<file path="src/rtl/bankgroup_cmd_scheduler.sv">
// bankgroup_cmd_scheduler
//
// Drives the one-hot DDR command bus of a single BankGroup. Two requesters
// are arbitrated round-robin. Each accepted request becomes one closed-page
// access: ACT, tRCD wait, BL-beat RD/WR burst, recovery (tRTP/tWR), PR, tRP.
//
// Ports
//   clk, reset_n    clock, asynchronous active-low reset
//   halt            freeze everything (shared with the BankGroup)
//   req_valid/write per-requester valid and direction (1 = write)
//   req_ba/row/col  per-requester address, requester i at [i*W +: W]
//   req_ready       combinational grant, accept on valid & ready at an edge
//   commands        one-hot bus: [18] ACT, [7] PR, [5] RD, [1] WR
//   ba/row/column   address for the current command, 0 otherwise
//   busy            access in progress (state != IDLE)
//   done            one-cycle pulse to the owner during the PR cycle
module bankgroup_cmd_scheduler #(
    parameter int unsigned BAWIDTH   = 2,
    parameter int unsigned ADDRWIDTH = 17,
    parameter int unsigned COLWIDTH  = 10,
    parameter int unsigned BL        = 8,
    parameter int unsigned T_RCD     = 3,
    parameter int unsigned T_RTP     = 2,
    parameter int unsigned T_WR      = 4,
    parameter int unsigned T_RP      = 3
) (
    input  logic                     clk,
    input  logic                     reset_n,
    input  logic                     halt,
    input  logic [1:0]               req_valid,
    input  logic [1:0]               req_write,
    input  logic [2*BAWIDTH-1:0]     req_ba,
    input  logic [2*ADDRWIDTH-1:0]   req_row,
    input  logic [2*COLWIDTH-1:0]    req_col,
    output logic [1:0]               req_ready,
    output logic [18:0]              commands,
    output logic [BAWIDTH-1:0]       ba,
    output logic [ADDRWIDTH-1:0]     row,
    output logic [COLWIDTH-1:0]      column,
    output logic                     busy,
    output logic [1:0]               done
);

    // Counter is wide enough for timing parameters and BL up to 255.
    localparam int unsigned CntW = 8;

    // Terminal counts for each wait state; the counter restarts at 0 on entry.
    // A state whose length would be zero is skipped entirely (Has* flags).
    localparam logic [CntW-1:0] RcdLast   = CntW'(T_RCD - 2);
    localparam logic [CntW-1:0] BurstLast = CntW'(BL - 1);
    localparam logic [CntW-1:0] RtpLast   = CntW'(T_RTP - 2);
    localparam logic [CntW-1:0] WrLast    = CntW'(T_WR - 2);
    localparam logic [CntW-1:0] RpLast    = CntW'(T_RP - 2);
    localparam bit HasRcd = (T_RCD > 1);
    localparam bit HasRtp = (T_RTP > 1);
    localparam bit HasWr  = (T_WR > 1);
    localparam bit HasRp  = (T_RP > 1);

    typedef enum logic [2:0] {
        StIdle,
        StAct,
        StRcd,
        StBurst,
        StRecov,
        StPre,
        StRp
    } state_e;

    state_e                 state_q, state_d;
    logic [CntW-1:0]        cnt_q, cnt_d;
    logic                   owner_q, owner_d;
    logic                   rr_last_q, rr_last_d;
    logic                   wr_q, wr_d;
    logic [BAWIDTH-1:0]     ba_q, ba_d;
    logic [ADDRWIDTH-1:0]   row_q, row_d;
    logic [COLWIDTH-1:0]    col_q, col_d;
    logic                   sel;

    // Next-state, grant and request latching.
    always_comb begin
        state_d   = state_q;
        cnt_d     = cnt_q;
        owner_d   = owner_q;
        rr_last_d = rr_last_q;
        wr_d      = wr_q;
        ba_d      = ba_q;
        row_d     = row_q;
        col_d     = col_q;
        req_ready = 2'b00;
        sel       = 1'b0;

        // On a tie the requester that did not win last time is granted.
        if (state_q == StIdle && !halt) begin
            req_ready[0] = req_valid[0] && (!req_valid[1] || rr_last_q != 1'b0);
            req_ready[1] = req_valid[1] && (!req_valid[0] || rr_last_q != 1'b1);
        end

        if (!halt) begin
            case (state_q)
                StIdle: begin
                    if (|req_ready) begin
                        sel       = req_ready[1];
                        owner_d   = sel;
                        rr_last_d = sel;
                        wr_d      = req_write[sel];
                        ba_d      = sel ? req_ba[BAWIDTH +: BAWIDTH] : req_ba[0 +: BAWIDTH];
                        row_d     = sel ? req_row[ADDRWIDTH +: ADDRWIDTH]
                                        : req_row[0 +: ADDRWIDTH];
                        col_d     = sel ? req_col[COLWIDTH +: COLWIDTH] : req_col[0 +: COLWIDTH];
                        cnt_d     = '0;
                        state_d   = StAct;
                    end
                end
                StAct: begin
                    cnt_d   = '0;
                    state_d = HasRcd ? StRcd : StBurst;
                end
                StRcd: begin
                    if (cnt_q == RcdLast) begin
                        cnt_d   = '0;
                        state_d = StBurst;
                    end else begin
                        cnt_d = cnt_q + CntW'(1);
                    end
                end
                StBurst: begin
                    // cnt_q is the beat index while bursting.
                    if (cnt_q == BurstLast) begin
                        cnt_d   = '0;
                        state_d = (wr_q ? HasWr : HasRtp) ? StRecov : StPre;
                    end else begin
                        cnt_d = cnt_q + CntW'(1);
                    end
                end
                StRecov: begin
                    if (cnt_q == (wr_q ? WrLast : RtpLast)) begin
                        cnt_d   = '0;
                        state_d = StPre;
                    end else begin
                        cnt_d = cnt_q + CntW'(1);
                    end
                end
                StPre: begin
                    cnt_d   = '0;
                    state_d = HasRp ? StRp : StIdle;
                end
                StRp: begin
                    if (cnt_q == RpLast) begin
                        cnt_d   = '0;
                        state_d = StIdle;
                    end else begin
                        cnt_d = cnt_q + CntW'(1);
                    end
                end
                default: begin
                    cnt_d   = '0;
                    state_d = StIdle;
                end
            endcase
        end
    end

    // Outputs are decoded from registered state only, so an asynchronous
    // reset clears the bus immediately and halt holds it unchanged.
    always_comb begin
        commands = '0;
        ba       = '0;
        row      = '0;
        column   = '0;
        done     = 2'b00;
        busy     = (state_q != StIdle);
        case (state_q)
            StAct: begin
                commands[18] = 1'b1;
                ba           = ba_q;
                row          = row_q;
            end
            StBurst: begin
                if (wr_q) begin
                    commands[1] = 1'b1;
                end else begin
                    commands[5] = 1'b1;
                end
                ba     = ba_q;
                row    = row_q;
                column = col_q + COLWIDTH'(cnt_q);  // wraps modulo 2^COLWIDTH
            end
            StPre: begin
                commands[7]    = 1'b1;
                ba             = ba_q;
                done[owner_q]  = 1'b1;
            end
            default: begin
            end
        endcase
    end

    always_ff @(posedge clk or negedge reset_n) begin
        if (!reset_n) begin
            state_q   <= StIdle;
            cnt_q     <= '0;
            owner_q   <= 1'b0;
            rr_last_q <= 1'b1;
            wr_q      <= 1'b0;
            ba_q      <= '0;
            row_q     <= '0;
            col_q     <= '0;
        end else begin
            state_q   <= state_d;
            cnt_q     <= cnt_d;
            owner_q   <= owner_d;
            rr_last_q <= rr_last_d;
            wr_q      <= wr_d;
            ba_q      <= ba_d;
            row_q     <= row_d;
            col_q     <= col_d;
        end
    end

endmodule

</file>
<file path="config.mk">
export PLATFORM = sky130hd
export DESIGN_NAME = bankgroup_cmd_scheduler
export DESIGN_NICKNAME = d
export VERILOG_FILES = /design/src/rtl/bankgroup_cmd_scheduler.sv
export SDC_FILE = /design/constraint.sdc
export NUM_CORES = 1
export LEC_CHECK = 0
export CORE_MARGIN = 2
export CORE_UTILIZATION = 40
export DETAILED_ROUTE_END_ITERATION = 10
export PLACE_DENSITY = 0.78
export SLEW_MARGIN = 10
export SYNTH_ARGS = -nofsm -noshare
export SYNTH_HDL_FRONTEND = slang
export SYNTH_SLANG_ARGS = --single-unit
</file>
<file path="constraint.sdc">
create_clock -name clk -period 2.3 [get_ports clk]
set_input_delay 0.46 -clock clk [delete_from_list [all_inputs] [get_ports clk]]
set_output_delay 0.46 -clock clk [all_outputs]
set_load 0.02 [all_outputs]
</file>
### Word level (Yosys, flattened, before mapping)

Index checks and enable logic that the tools add are counted.

| cells by class | value |
|---|---|
| add/subtract/negate cells | 2 |
| multiply operators | 0 |
| divide/modulo/power cells | 0 |
| $lt $le $gt $ge | 3 |
| equality and inequality tests | 14 |
| shifts and indexed selects | 0 |
| muxes and demuxes | 30 |
| bitwise operators | 2 |
| reduce and logical (&&, ||, !) cells | 18 |

Operators by type and width:

| cell | number |
|---|---|
| $mux W17 | 2 |
| $mux W8 | 4 |
| $pmux W8 S4 | 1 |
| $pmux W3 S7 | 1 |
| $mux W10 | 2 |
| $mux W3 | 5 |
| $add A10 B8 Y10 | 1 |
| $mux W2 | 5 |
| $eq A3 B3 Y1 const B | 3 |
| $mux W1 | 9 |
| $add A8 B1 Y8 const B | 1 |
| $eq A8 B1 Y1 const B | 1 |
| $eq A8 B2 Y1 | 1 |
| $eq A8 B3 Y1 const B | 1 |
| $ne A2 B2 Y1 const B | 4 |
| $eq A3 B2 Y1 const B | 2 |
| $reduce_and A6 Y1 | 1 |
| $reduce_or A2 Y1 | 3 |
| $logic_and A1 B1 Y1 | 4 |
| $lt A1 B2 Y1 const B | 2 |
| $eq A3 B1 Y1 const B | 1 |
| $logic_not A1 Y1 | 3 |
| $logic_not A3 Y1 | 1 |
| $reduce_and A3 Y1 | 1 |
| 8 further kinds | 10 |

| word-level totals | value |
|---|---|
| register bits | 43 |
| bits in latches | 0 |
| RAM bits | 0 |
| bits in read-only memories | 0 |
| input bits | 65 |
| output and inout bits | 53 |
| word-level logic and storage cells | 77 |
| memories | 0 |

### Logic depth before layout (Yosys ltp)

Gate-level depths: netlist (run 1).

| logic depth | value |
|---|---|
| depth after elaboration | 7 |
| mapped depth | 8 |
| mapped depth without buffers | 8 |

### Worst setup path before layout (run 1)

OpenSTA, ideal clock, no wires.

| timing path | value |
|---|---|
| kind | reg2out |
| start | register cnt_q[1] |
| end | output port column[9] |
| data arrival time | 2.143 ns |
| data required time | 1.840 ns |
| path slack | -0.303 ns |
| cell stages (with the launch flop) | 7 |
| path buffers | 0 |
| cells stage by stage | dfrtp_1 -> ha_1 -> a211oi_1 -> o21ai_1 -> a221o_1 -> and3_1 -> nor3_1 |

| on the way | value |
|---|---|
| cells in the longest elaborated chain, start to end | 2 |

RTL lines:

| what | RTL line | RTL |
|---|---|---|
| start, declared | 70 | `logic [CntW-1:0] cnt_q, cnt_d;` |
| start signal, assigned | 210 | `cnt_q <= cnt_d;` |
| $add A10 B8 Y10 | 186 | `column = col_q + COLWIDTH'(cnt_q);` |
| $mux W10 | 172 | `case (state_q)` |
| end, declared | 39 | `output logic [COLWIDTH-1:0] column,` |

Every way passes these cells.

### Worst setup path after layout (run 1)

| timing path | value |
|---|---|
| start | register col_q[1] |
| end | output port column[9] |

| on the way | value |
|---|---|
| cells in the longest elaborated chain, start to end | 2 |

RTL lines:

| what | RTL line | RTL |
|---|---|---|
| start, declared | 76 | `logic [COLWIDTH-1:0] col_q, col_d;` |
| start signal, assigned | 216 | `col_q <= col_d;` |
| $add A10 B8 Y10 | 186 |  |
| $mux W10 | 172 |  |

Every way passes these cells.

==> results of run 1 <==
flip-flops by register name, indices dropped and copies added (netlist names):
name       cells
owner_q        1
state_q        3
col_q         10
cnt_q          8
row_q         17
rr_last_q      1
wr_q           1
ba_q           2
routing by layer:
| layer | share of wire [%] | wire, um | up-vias |
|---|---|---|---|
| li1 | - | - | 1423 |
| met1 | 41 | 3540 | 1416 |
| met2 | 50 | 4260 | 122 |
| met3 | 6.9 | 592 | 16 |
| met4 | 2.2 | 188 | 0 |
| met5 | 0 | 0 | - |
cells in the final DEF, fill, tap and decap left out, types with 5 or more instances in the layout:
| cell | Yosys | routed |
|---|---|---|
| sky130_fd_sc_hd__clkdlybuf4s50_1 | 0 | 65 |
| sky130_fd_sc_hd__buf_4 | 15 | 52 |
| sky130_fd_sc_hd__nor2_1 | 49 | 47 |
| sky130_fd_sc_hd__dfrtp_1 | 42 | 42 |
| sky130_fd_sc_hd__a21oi_1 | 33 | 31 |
| sky130_fd_sc_hd__mux2i_1 | 30 | 30 |
| sky130_fd_sc_hd__dlygate4sd2_1 | 0 | 23 |
| sky130_fd_sc_hd__and2_1 | 19 | 19 |
| sky130_fd_sc_hd__nand2_1 | 20 | 19 |
| sky130_fd_sc_hd__conb_1 | 1 | 15 |
| sky130_fd_sc_hd__o21ai_1 | 10 | 9 |
| sky130_fd_sc_hd__and3_1 | 9 | 8 |
| sky130_fd_sc_hd__ha_1 | 10 | 8 |
| sky130_fd_sc_hd__buf_6 | 0 | 8 |
| sky130_fd_sc_hd__nor2b_1 | 8 | 7 |
| sky130_fd_sc_hd__inv_2 | 2 | 5 |
| sky130_fd_sc_hd__clkbuf_8 | 0 | 5 |
repair_timing:
action / in CTS / in global routing
gates resized for setup: 92 / 16
hold buffers: 0 / 0
setup endpoints to repair: 34 / 14
buffers inserted: 7 / 5
pin swaps: 16 / 12
worst max-delay path, stage by stage (launching register included):
cell	delay [ns]
sky130_fd_sc_hd__dfrtp_1	0.40
sky130_fd_sc_hd__buf_6	0.13
sky130_fd_sc_hd__ha_4	0.24
sky130_fd_sc_hd__a211oi_4	0.28
sky130_fd_sc_hd__o21ai_1	0.12
sky130_fd_sc_hd__a221o_1	0.34
sky130_fd_sc_hd__and3_4	0.20
sky130_fd_sc_hd__nor3_4	0.11
sky130_fd_sc_hd__buf_6	0.13
final timing paths:
path / start / end / slack (ns) / cells past startpoint
worst max-delay path: col_q[1] / column[9] / -0.42 / 8
worst min-delay path: reset_n / cnt_q[1] / 0.18 / 1
worst max register to register: cnt_q[1] / cnt_q[7] / 0.14 / 7
worst min register to register: rr_last_q / rr_last_q / 0.48 / 2
max in group asynchronous: reset_n / row_q[12] / 1.54 / 2
min in group clk: rr_last_q / rr_last_q / 0.48 / 2
final cells by class:
class | instances | area (um2)
clock buffers | 5 | 68.8
repair buffers | 155 | 1400
clock inverters | 3 | 20.0
fillers | 613 | 2610
inverters | 7 | 26.3
flip-flops and latches | 43 | 1080
multi-input cells | 266 | 1820
well taps | 99 | 124
power groups by stage:
| stage | logic [mW] | registers [mW] | clock network [mW] |
|---|---|---|---|
| floorplan | 1.79 | 1.26 | 0 |
| global placement | 2.91 | 1.29 | 0 |
| detailed placement | 2.99 | 1.31 | 0 |
| CTS | 3.08 | 1.31 | 0.506 |
| global route | 3.55 | 1.35 | 0.533 |
| finish | 3.28 | 1.31 | 0.491 |
cells by family after synthesis:
group	count (synthesis)	synth area share, %
other	1	0.129
muxes	30	10.4
and+or+nand+nor	128	21.8
AOI/OAI and AO/OA	77	17.0
adders and majority gates	12	5.39
buffers and inverters	37	6.95
xor gates and xnor gates	4	1.21
DFF	43	37.2
==> results.txt, run 1 <==
- Share of the clock period used by the worst path after layout: 118%
* Switching power: 2.17 mW
- Met1 routing resource usage after global routing: 26.7%
- Final net count: 554
* Horizontal die dimension: 89.1 um
* Buffer depth of the longest clock path: 2
* Final routed wirelength across all metal layers: 8580 um
- The first routing iteration left 166 violations.
- The die covers 0.00794 mm2.
* Num CTS Buffers: 5
- The area growth from synthesis to layout is 56.3%.
- For the pin with the worst max-slew slack, the measured transition is 0.642 ns.
- The run finished, with violations left.
- GRT Util Overall: 22.1%
- Vias in the first global route: 2,986
* Main flop type after synthesis: sky130_fd_sc_hd__dfrtp_1
- After synthesis, the largest area contributor takes up 36.3% of total cell area.
- Across all setup checks in the final design, the least slack found is -0.423 ns.
- The detailed router placed 2,977 vias in this run.
- Most Crowded Layer GR: met2
* Post-synthesis area per instance: 8.73 um2
- Dividing the detail-routed via count by the number of cells gives 5.15.
- Timing-limited maximum frequency: 367 MHz
- Setup violations remaining at the end of the flow were counted as 7.
- Routability-driven placement finished with a final weighted congestion of 0.930.
- The worst setup path is launched from a flip-flop.
* Synth unique cells: 52
* Fin Setup TNS: -2.36 ns
* Number of enable-type register cells in the synthesized netlist: 0
* Relative slew slack: 57.2%
* Cell area after technology mapping: 0.00290 mm2
* Sinks on the clock net: 43
- The first detailed-routing pass took 4 iterations.
- Final global-route overflow total: 0
* Pin count of the biggest net entering global routing: 63
- Top cell types by occurrence after synthesis: sky130_fd_sc_hd__nor2_1, sky130_fd_sc_hd__dfrtp_1, sky130_fd_sc_hd__a21oi_1
- At the later pin of the worst-skew pair, clock insertion delay measures 0.30 ns.
- Total chip power: 5.08 mW
- Maximum vdd drop: 559 uV
* Clock Pin Slew Worst Setup and Hold Paths: 0.09 ns
- The HPWL after detailed placement is 6100 um.
- Instance area after placement: 0.00429 mm2
- TritonCTS built the clock tree.
- In this run the count of I/O pins placed on the die edge is 118.
* Critical path data required time: 1.84 ns
- Power Density: 1120 mW/mm2
- Final number of max-transition violations: 0
* Element type at the critical path end: output port
* Share of cells above drive strength 1: 23.2%
- Static leakage power: 2.32 nW
- Share of synthesized area occupied by flip-flops and latches: 37.2%
- Met3 capacity usage during global routing: 5.36%
- After synthesis, the share of flip-flops with an asynchronous set or reset is 100%.
- Cell types occupying the most area after synthesis: sky130_fd_sc_hd__dfrtp_1, sky130_fd_sc_hd__mux2i_1, sky130_fd_sc_hd__nor2_1
* IO buf count: 102
- Summing all non-filler instances in the final layout gives an area of 0.00453 mm2.
* Global-route wire length before repair: 13,600 um
- DRC errors left: 0
- Non-filler cells, final: 578
- Worst hold-check slack: 0.178 ns
- Power share of the clock group: 9.6%
* Maximum level of the CTS H-tree: 2
- Violated checks: setup timing
- RSZ-0062 raised after global routing: yes
- Global Route met2 Usage: 38.3%
- Arrival @ worst endpoint: 2.26 ns
- Internal power comes to 2.91 mW.
* Buffer type at the clock tree root: sky130_fd_sc_hd__clkbuf_8
- Clock skew after layout: 0.0119 ns
- Sw Share: 42.8%
* Die boundary height: 89.1 um
* Initial antenna violation count: 0
- Final core utilization: 63.5%
- Highest net fanout along the worst path: 3
- Top cell type by total area after synthesis: sky130_fd_sc_hd__dfrtp_1
* Total inserted antenna cells: 0
- In the final routed layout, each cell accounts on average for 14.8 um.
* Clock period minus worst slack: 2.72 ns
- Synthesized instance count: 332
- Reported max-cap violation count: 0
* Placed Cells incl. Taps: 560
* Type of the setup path with the least slack: reg2out
* Hold crit path type: in2async
- Yosys instantiated no cell more often than sky130_fd_sc_hd__nor2_1.
- In this run, synthesis produced a sequential element count of 43.
* Number of synthesis warnings: 0
- For this configuration, the core starts out at a cell density of 40.6%.
- The final hold violation count came to 0.
* Core outline area: 0.00714 mm2
* Setup slack at placement: -0.557 ns
* Portion of total power attributed to combinational logic: 64.6%
- In this run the core area contains 31 standard-cell rows.
- Remaining antenna violation count after routing: 0
- Registers are responsible for 25.8% of the overall power.
Note: power is estimated with default switching activity, not from simulation.
==> inputs of run 2 (changes only) <==
Settings changed: ABC_AREA set to 1, CORE_UTILIZATION 40 to 41.
==> run 2 against run 1 <==
Against the previous run: the run still ends with setup timing left; cell count increased by 22%; count of clock-buffer cells in the layout did not move; via count grew 12%; sequential share of layout area shrank 0.69 points; setup slack improved by 0.23 ns; clock skew fell by 0.0088 ns; critical path type unchanged.
==> results.txt, run 2 <==
- Core outline area: 0.00733 mm2 (was 0.00714 mm2)
- Met3 layer wire length in the routed design: 610 um (was 592 um)
* Commonest cells after routing, fill and taps aside: sky130_fd_sc_hd__nand2_1, sky130_fd_sc_hd__inv_1, sky130_fd_sc_hd__clkdlybuf4s50_1 (was sky130_fd_sc_hd__clkdlybuf4s50_1, sky130_fd_sc_hd__buf_4, sky130_fd_sc_hd__nor2_1)
- The final core utilization is 63.7% (was 63.5%).
- Synth-to-Final Area Change: 48.8% (was 56.3%)
- The proportion of synthesized chip area in sequential cells was 34.3% (was 37.2%).
* Effective utilization at floorplan: 42.8% (was 40.6%)
* Final estimated routing congestion in global placement: 0.887 (was 0.930)
- The maximum VDD drop was 480 uV (was 559 uV).
- Top cell types by occurrence after synthesis: sky130_fd_sc_hd__nand2_1, sky130_fd_sc_hd__inv_1, sky130_fd_sc_hd__nor2_1 (was sky130_fd_sc_hd__nor2_1, sky130_fd_sc_hd__dfrtp_1, sky130_fd_sc_hd__a21oi_1)
- The clock sink count is 43 (unchanged).
- Worst slew pin tran: 0.535 ns (was 0.642 ns)
- Starting DRT DRC Count: 226 (was 166)
- The buffer depth of the longest clock path is 2 (unchanged).
- Element type at the critical path end: output port (unchanged)
- The area of the mapped netlist is 0.00314 mm2 (was 0.00290 mm2).
- Final HPWL DP: 6800 um (was 6100 um)
* Type of the setup path with the least slack: reg2out (unchanged)
* Post-synthesis register bit count: 43 (unchanged)
- Fin Setup TNS: -0.633 ns (was -2.36 ns)
* Synth unique cells: 33 (was 52)
- Cell types occupying the most area after synthesis: sky130_fd_sc_hd__dfrtp_1, sky130_fd_sc_hd__nand2_1, sky130_fd_sc_hd__inv_1 (was sky130_fd_sc_hd__dfrtp_1, sky130_fd_sc_hd__mux2i_1, sky130_fd_sc_hd__nor2_1)
- Leading cell type in the layout, fill and taps excluded: sky130_fd_sc_hd__nand2_1 (was sky130_fd_sc_hd__clkdlybuf4s50_1)
* Drt wl/cell: 12.4 um (was 14.8 um)
- RSZ-0062 raised after global routing: yes (unchanged)
- Area share of the largest cell type after synthesis: 33.5% (was 36.3%)
- The total met2 wirelength after detailed routing was 4560 um (was 4260 um).
- The required time of the critical path came to 1.84 ns (about the same).
- Maximum single-stage delay on the critical path: 0.36 ns (was 0.40 ns)
- Horizontal die dimension: 91.5 um (was 89.1 um)
- The via count of the first global-routing pass came to 3,263 (was 2,986).
* Share of cells above drive strength 1: 17.1% (was 23.2%)
* Number of synthesis warnings: 0 (unchanged)
* Highest routed metal layer: met4 (unchanged)
* Instance area after placement: 0.00444 mm2 (was 0.00429 mm2)
- Final routed wirelength across all metal layers: 8780 um (was 8580 um)
- Die Footprint: 0.00837 mm2 (was 0.00794 mm2)
- The final hold violation count was 0 (unchanged).
* Maximum level of the CTS H-tree: 2 (unchanged)
* Avg Vias per Cell: 4.69 (was 5.15)
- The initial antenna violation count came to 0 (unchanged).
* Share of the clock period used by the worst path after layout: 108% (was 118%)
* Number of top-level pins: 118 (unchanged)
- Remaining antenna violation count after routing: 0 (unchanged)
- Wire length the detailed router placed on met1: 3450 um (was 3540 um)
- The die height is 91.5 um (was 89.1 um).
- Global-route wire length before repair: 14,400 um (was 13,600 um)
- The element type at the critical path start is a flip-flop (unchanged).
- The cell area power density was 913 mW/mm2 (was 1120 mW/mm2).
- The most used standard cell by instance count after synthesis was sky130_fd_sc_hd__nand2_1 (was sky130_fd_sc_hd__nor2_1).
- Timing-limited maximum frequency: 402 MHz (was 367 MHz)
* Flip-flop count of the largest register, all copies and words added: 17 (unchanged)
- The maximum fanout encountered on the critical timing path is 3 (unchanged).
* Run status: finished with violations (unchanged)
- GRT Util Overall: 21.0% (was 22.1%)
- The final-report setup violation count was 6 (was 7).
- The clock-pin slew on the worst setup and hold paths came to 0.09 ns (about the same).
- The post-layout net count came to 684 (was 554).
- The max-slew violation count came to 0 (unchanged).
* Final global-route overflow total: 0 (unchanged)
- Clock skew after layout: 0.00309 ns (was 0.0119 ns)
- The number of standard-cell rows in the floorplan was 31 (unchanged).
- Total chip power: 4.26 mW (was 5.08 mW)
- Number of enable-type register cells in the synthesized netlist: 0 (unchanged)
- The latest clock arrival within the worst-skew pair came to 0.30 ns (about the same).
* IO buf count: 102 (unchanged)
- Num CTS Buffers: 5 (unchanged)
* Total inserted antenna cells: 0 (unchanged)
- The smallest setup slack after layout came to -0.190 ns (was -0.423 ns).
* Cell with the largest stage delay on the worst path: sky130_fd_sc_hd__dfrtp_1 (unchanged)
- Non-filler cells, final: 708 (was 578)
- Cell-by-cell trace of the critical path: ha_2 -> inv_2 -> fa_2 -> inv_2 -> nand3_2 -> nand2_2 -> nand2_4 -> inv_4 -> nand3_4 -> nand3_2 -> nand2_1 -> nor2_1 -> buf_4 (was buf_6 -> ha_4 -> a211oi_4 -> o21ai_1 -> a221o_1 -> and3_4 -> nor3_4 -> buf_6)
* Synthesized instance count: 471 (was 332)
* Violated checks: setup timing (unchanged)
* Reported max-cap violation count: 0 (unchanged)
- The register name with the most flops is row_q (unchanged).
- Main flop type after synthesis: sky130_fd_sc_hd__dfrtp_1 (unchanged)
- The count of placed standard cells including taps came to 696 (was 560).
* Relative slew slack: 64.3% (was 57.2%)
* Pre-antenna DRT Iters: 4 (unchanged)
- Vias after detailed routing: 3,320 (was 2,977)
- Top cell type by total area after synthesis: sky130_fd_sc_hd__dfrtp_1 (unchanged)
- The leakage dissipation came to 2.41 nW (was 2.32 nW).
- Clock tree from TritonCTS: done (unchanged)
* Post-synthesis async set-or-reset flop share: 100% (unchanged)
* Post-synthesis area per instance: 6.66 um2 (was 8.73 um2)
- The class of the worst hold path was in2async (unchanged).
- Buffer type at the clock tree root: sky130_fd_sc_hd__clkbuf_8 (unchanged)
- Post-route cell area: 0.00467 mm2 (was 0.00453 mm2)
* Arrival @ worst endpoint: 2.03 ns (was 2.26 ns)
* Registers with the most flip-flops: row_q: 17 flops, col_q: 10 flops, cnt_q: 8 flops (unchanged)
- Clock period minus worst slack: 2.49 ns (was 2.72 ns)
* Pin count of the biggest net entering global routing: 63 (unchanged)
* DRC errors left: 0 (unchanged)
-- run 2: kinds of logic (layout without fill, tap and decap cells) --
| kind of cell | Yosys count | in the layout | synth area share [%] |
|---|---|---|---|
| AO/OA/AOI/OAI | 105 | 105 | 17.7 |
| XOR/XNOR | 2 | 2 | 0.559 |
| other | 1 | 15 | 0.120 |
| AND/OR/NAND/NOR | 194 | 194 | 25.5 |
| flip-flops | 43 | 43 | 34.3 |
| buffers and inverters | 115 | 239 | 17.1 |
| adder cells (fa/ha/maj) | 11 | 11 | 4.63 |
-- run 2: final cells by class --
class                      count  area, um2
fill                         635       2660
multi-input combinational    327       1730
timing repair buffer         146       1320
sequential                    43       1080
inverter                      85        324
tap                           99        124
clock buffer                   5       68.8
clock inverter                 3       23.8
-- run 2: path summary, 6_finish.rpt --
kind / start / endpoint / slack (ns) / cells after the start
setup reg to reg: state_q[1] / col_q[4] / 0.32 / 11
max in group asynchronous: reset_n / row_q[1] / 1.60 / 2
hold reg to reg: rr_last_q / rr_last_q / 0.49 / 2
min in group clk: rr_last_q / rr_last_q / 0.49 / 2
setup / recovery: cnt_q[0] / column[8] / -0.19 / 13
hold / removal: reset_n / row_q[14] / 0.13 / 1
-- run 2: repair_timing --
item / in CTS / in global routing
gates cloned: 0 / 0
setup endpoints to repair: 36 / 11
buffers inserted: 2 / 2
gates resized for setup: 94 / 17
pin swaps: 9 / 10
hold buffers: 0 / 0
-- run 2: through the flow --
step	worst slack (ns)	hold slack (ns)
after global routing	-0.288	0.156
final	-0.190	0.129
after floorplan	0.00806	0.164
after detailed placement	-0.429	0.477
after global placement	-0.335	0.461
after CTS	-0.176	0.141
-- run 2: critical path: cells and delay by family, from the launching register on --
kind / cells / cell delay [ns]
adders and majority gates: 2 / 0.52
buffers and inverters: 4 / 0.33
DFF: 1 / 0.36
and+or+nand+nor: 7 / 0.51
-- run 2: routing by layer --
layer,global-route usage (%),up-vias
met5,0,-
met4,5.68,0
met3,5.23,18
met2,38.8,122
met1,23.9,1470
li1,-,1710
-- run 2: power by group --
group | leakage (nW) | internal [mW] | total [mW] | switching, mW
combinational | 1.82 | 1.04 | 2.48 | 1.44
clock | 0.0408 | 0.217 | 0.503 | 0.285
sequential | 0.544 | 1.07 | 1.28 | 0.213
==> inputs of run 3 (changes only) <==
Settings changed: MAX_ROUTING_LAYER set to met4.
==> run 3 against run 2 <==
Against the previous run: the flow still finishes with violations (setup timing); worst hold slack improved by 0.0062 ns; critical path depth did not move; setup slack improved by 0.052 ns; count of clock-buffer cells in the layout did not move; non-clock buffer count fell by 3; die area did not move; sequential share of layout area rose by 0.18 points; total power fell by 0.74%; global-route usage rose by 0.21 points; register-to-register slack barely moved; critical path type unchanged; critical endpoint unchanged; largest cell class unchanged; largest power group unchanged.
==> results.txt, run 3 (synthesis results as in run 2) <==
- Die boundary height: 91.5 um (unchanged)
- Instance area after placement: 0.00444 mm2 (unchanged)
* Effective utilization at floorplan: 42.8% (unchanged)
* Cell with the largest stage delay on the worst path: sky130_fd_sc_hd__dfrtp_1 (unchanged)
- Final hold violation count: 0 (unchanged)
* Sinks on the clock net: 43 (unchanged)
* Final critical-path setup slack: -0.138 ns (was -0.190 ns)
- The worst setup slack before clock tree synthesis came to -0.400 ns (was -0.429 ns).
- Power Density: 913 mW/mm2 (about the same)
- Global-route wire length before repair: 14,100 um (was 14,400 um)
- Avg Vias per Cell: 4.72 (was 4.69)
- Clock tree from TritonCTS: done (unchanged)
* Maximum vdd drop: 550 uV (was 480 uV)
- Category of the worst setup path launch point: flip-flop (unchanged)
- Vias in the first global route: 3,218 (was 3,263)
* Timing-limited maximum frequency: 410 MHz (was 402 MHz)
* Power share of the clock group: 11.3% (was 11.8%)
* Commonest cells after routing, fill and taps aside: sky130_fd_sc_hd__nand2_1, sky130_fd_sc_hd__inv_1, sky130_fd_sc_hd__clkdlybuf4s50_1 (unchanged)
- Cell-by-cell trace of the critical path: ha_2 -> inv_2 -> fa_2 -> inv_2 -> nand3_2 -> nand2_2 -> nand2_2 -> inv_2 -> nand3_2 -> nand3_2 -> nand2_1 -> nor2_1 -> buf_4 (was ha_2 -> inv_2 -> fa_2 -> inv_2 -> nand3_2 -> nand2_2 -> nand2_4 -> inv_4 -> nand3_4 -> nand3_2 -> nand2_1 -> nor2_1 -> buf_4)
* Register ranked first by flip-flop count: row_q (unchanged)
* Final routed wirelength across all metal layers: 8540 um (was 8780 um)
- Worst slew pin tran: 0.538 ns (was 0.535 ns)
- The die area is 0.00837 mm2 (unchanged).
* Fin Setup TNS: -0.311 ns (was -0.633 ns)
- IO buf count: 102 (unchanged)
* Synth-to-Final Area Change: 47.7% (was 48.8%)
- Run status: finished with violations (unchanged).
* DRC errors left: 0 (unchanged)
- The clock skew is 0.00510 ns (was 0.00309 ns).
- Relative slew slack: 64.1% (was 64.3%)
- The number of I/O pins was 118 (unchanged).
- Final global-route overflow total: 0 (unchanged)
- The core area is 0.00733 mm2 (unchanged).
- Vias after detailed routing: 3,329 (was 3,320)
- Registers with the most flip-flops: row_q: 17 flops, col_q: 10 flops, cnt_q: 8 flops (unchanged).
* Buffer type at the clock tree root: sky130_fd_sc_hd__clkbuf_8 (unchanged)
- The initial antenna violation count was 0 (unchanged).
- The sequential cell fraction of total power is 30.4% (was 30.1%).
- Horizontal die dimension: 91.5 um (unchanged)
- Post-route cell area: 0.00463 mm2 (was 0.00467 mm2)
* Number of placement rows: 31 (unchanged)
* GRT Util Overall: 21.3% (was 21.0%)
* Maximum level of the CTS H-tree: 2 (unchanged)
- The clock buffer count from CTS is 5 (unchanged).
- Highest net fanout along the worst path: 3 (unchanged)
- Final count of negative-setup-slack endpoints: 4 (was 6)
- The required time of the critical path was 1.84 ns (about the same).
- Violated checks: setup timing (unchanged).
- Total inserted antenna cells: 0 (unchanged)
- The first-pass detailed-route iteration total came to 4 (unchanged).
- The initial DRC count was 169 (was 226).
- Sw Share: 45.2% (was 45.4%)
- Final net count: 681 (was 684)
- Clock Pin Slew Worst Setup and Hold Paths: 0.09 ns (about the same)
* Flip-flop count of the largest register, all copies and words added: 17 (unchanged)
* Pin count of the biggest net entering global routing: 63 (unchanged)
- Dominant delay contributor by cell family on the critical path: adder cells (unchanged)
- The combinational group share of total power is 58.3% (was 58.1%).
- Number of buffers inserted for hold repair after clock tree synthesis: 0 (unchanged)
* Buffer depth of the longest clock path: 2 (unchanged)
* Buffers plus inverters on the worst setup path: 4 (unchanged)
- Element type at the critical path end: output port (unchanged)
* Worst hold-check slack: 0.135 ns (was 0.129 ns)
* Internal: 2.32 mW (was 2.33 mW)
* Remaining antenna violation count after routing: 0 (unchanged)
- Share of the clock period used by the worst path after layout: 106% (was 108%)
- Final estimated routing congestion in global placement: 0.903 (was 0.887)
* Static leakage power: 2.38 nW (was 2.41 nW)
* Maximum single-stage delay on the critical path: 0.36 ns (about the same)
- RSZ-0062 raised after global routing: yes (unchanged).
- The class of the worst hold path is in2async (unchanged).
* Clock period minus worst slack: 2.44 ns (was 2.49 ns)
- The arrival time of data at the critical path endpoint was 1.98 ns (was 2.03 ns).
* Final number of max-transition violations: 0 (unchanged)
- The switching power of the nets came to 1.91 mW (was 1.94 mW).
* Type of the setup path with the least slack: reg2out (unchanged)
- Reported max-cap violation count: 0 (unchanged)
- The leading cell type in the layout, fill and taps excluded is sky130_fd_sc_hd__nand2_1 (unchanged).
- The layout cell share with drive strength beyond 1 is 16.5% (was 17.1%).
* Drt wl/cell: 12.1 um (was 12.4 um)
- The latest clock arrival within the worst-skew pair was 0.30 ns (about the same).
- Final HPWL DP: 6720 um (was 6800 um)
-- run 3: area by class of cell --
type / instances / area, um2
Timing Repair Buffer: 143 / 1300
Clock inverter: 3 / 20.0
Inverter: 85 / 322
Clock buffer: 5 / 68.8
Sequential cell: 43 / 1080
Tap cell: 99 / 124
Multi-Input combinational cell: 327 / 1720
Fill cell: 672 / 2700
-- run 3: repair_timing --
item / 4_1_cts / 5_1_grt
pin swaps: 9 / 1
setup endpoints to repair: 36 / 8
gates resized for setup: 92 / 13
buffers inserted: 1 / 0
-- run 3: power groups by stage --
| stage | logic, mW | clock network [mW] | registers, mW |
|---|---|---|---|
| 2_1_floorplan | 1.45 | 0 | 1.23 |
| 3_3_place_gp | 2.38 | 0 | 1.26 |
| 3_5_place_dp | 2.44 | 0 | 1.27 |
| 4_1_cts | 2.43 | 0.495 | 1.28 |
| 5_1_grt | 2.73 | 0.529 | 1.33 |
| 6_report | 2.47 | 0.478 | 1.29 |
-- run 3: worst register-to-register path: cells and delay by family, from the launching register on --
kind / cells / cell delay [ns]
simple gates: 6 / 0.52
buf+inv: 4 / 0.85
flops: 1 / 0.42
compound gates: 1 / 0.06
-- run 3: worst paths after layout --
kind                                 start   endpoint  slack [ns]  depth (start not counted)
worst max-delay path              cnt_q[0]  column[8]       -0.14                         13
max in group asynchronous          reset_n  rr_last_q        1.54                          2
worst min register to register   row_q[15]  row_q[15]        0.49                          2
worst min-delay path               reset_n  row_q[15]        0.14                          1
min in group clk                 row_q[15]  row_q[15]        0.49                          2
worst max register to register  state_q[1]   col_q[3]        0.32                         11
-- run 3: per-layer routing --
layer | GRT usage [%] | vias to the layer above | share of wire (%)
li1 | - | 1709 | -
met4 | 5.56 | 0 | 1.3
met1 | 23.7 | 1498 | 39
met3 | 5.06 | 9 | 7.5
met5 | - | - | 0
met2 | 37.9 | 113 | 52
-- run 3: stage by stage --
step	std cells	utilization (%)	total power, mW
floorplan	485	-	2.68
global placement	696	60.6	3.64
detailed placement	696	60.6	3.71
CTS	705	62.8	4.21
global route	705	63.2	4.59
finish	705	63.2	4.23
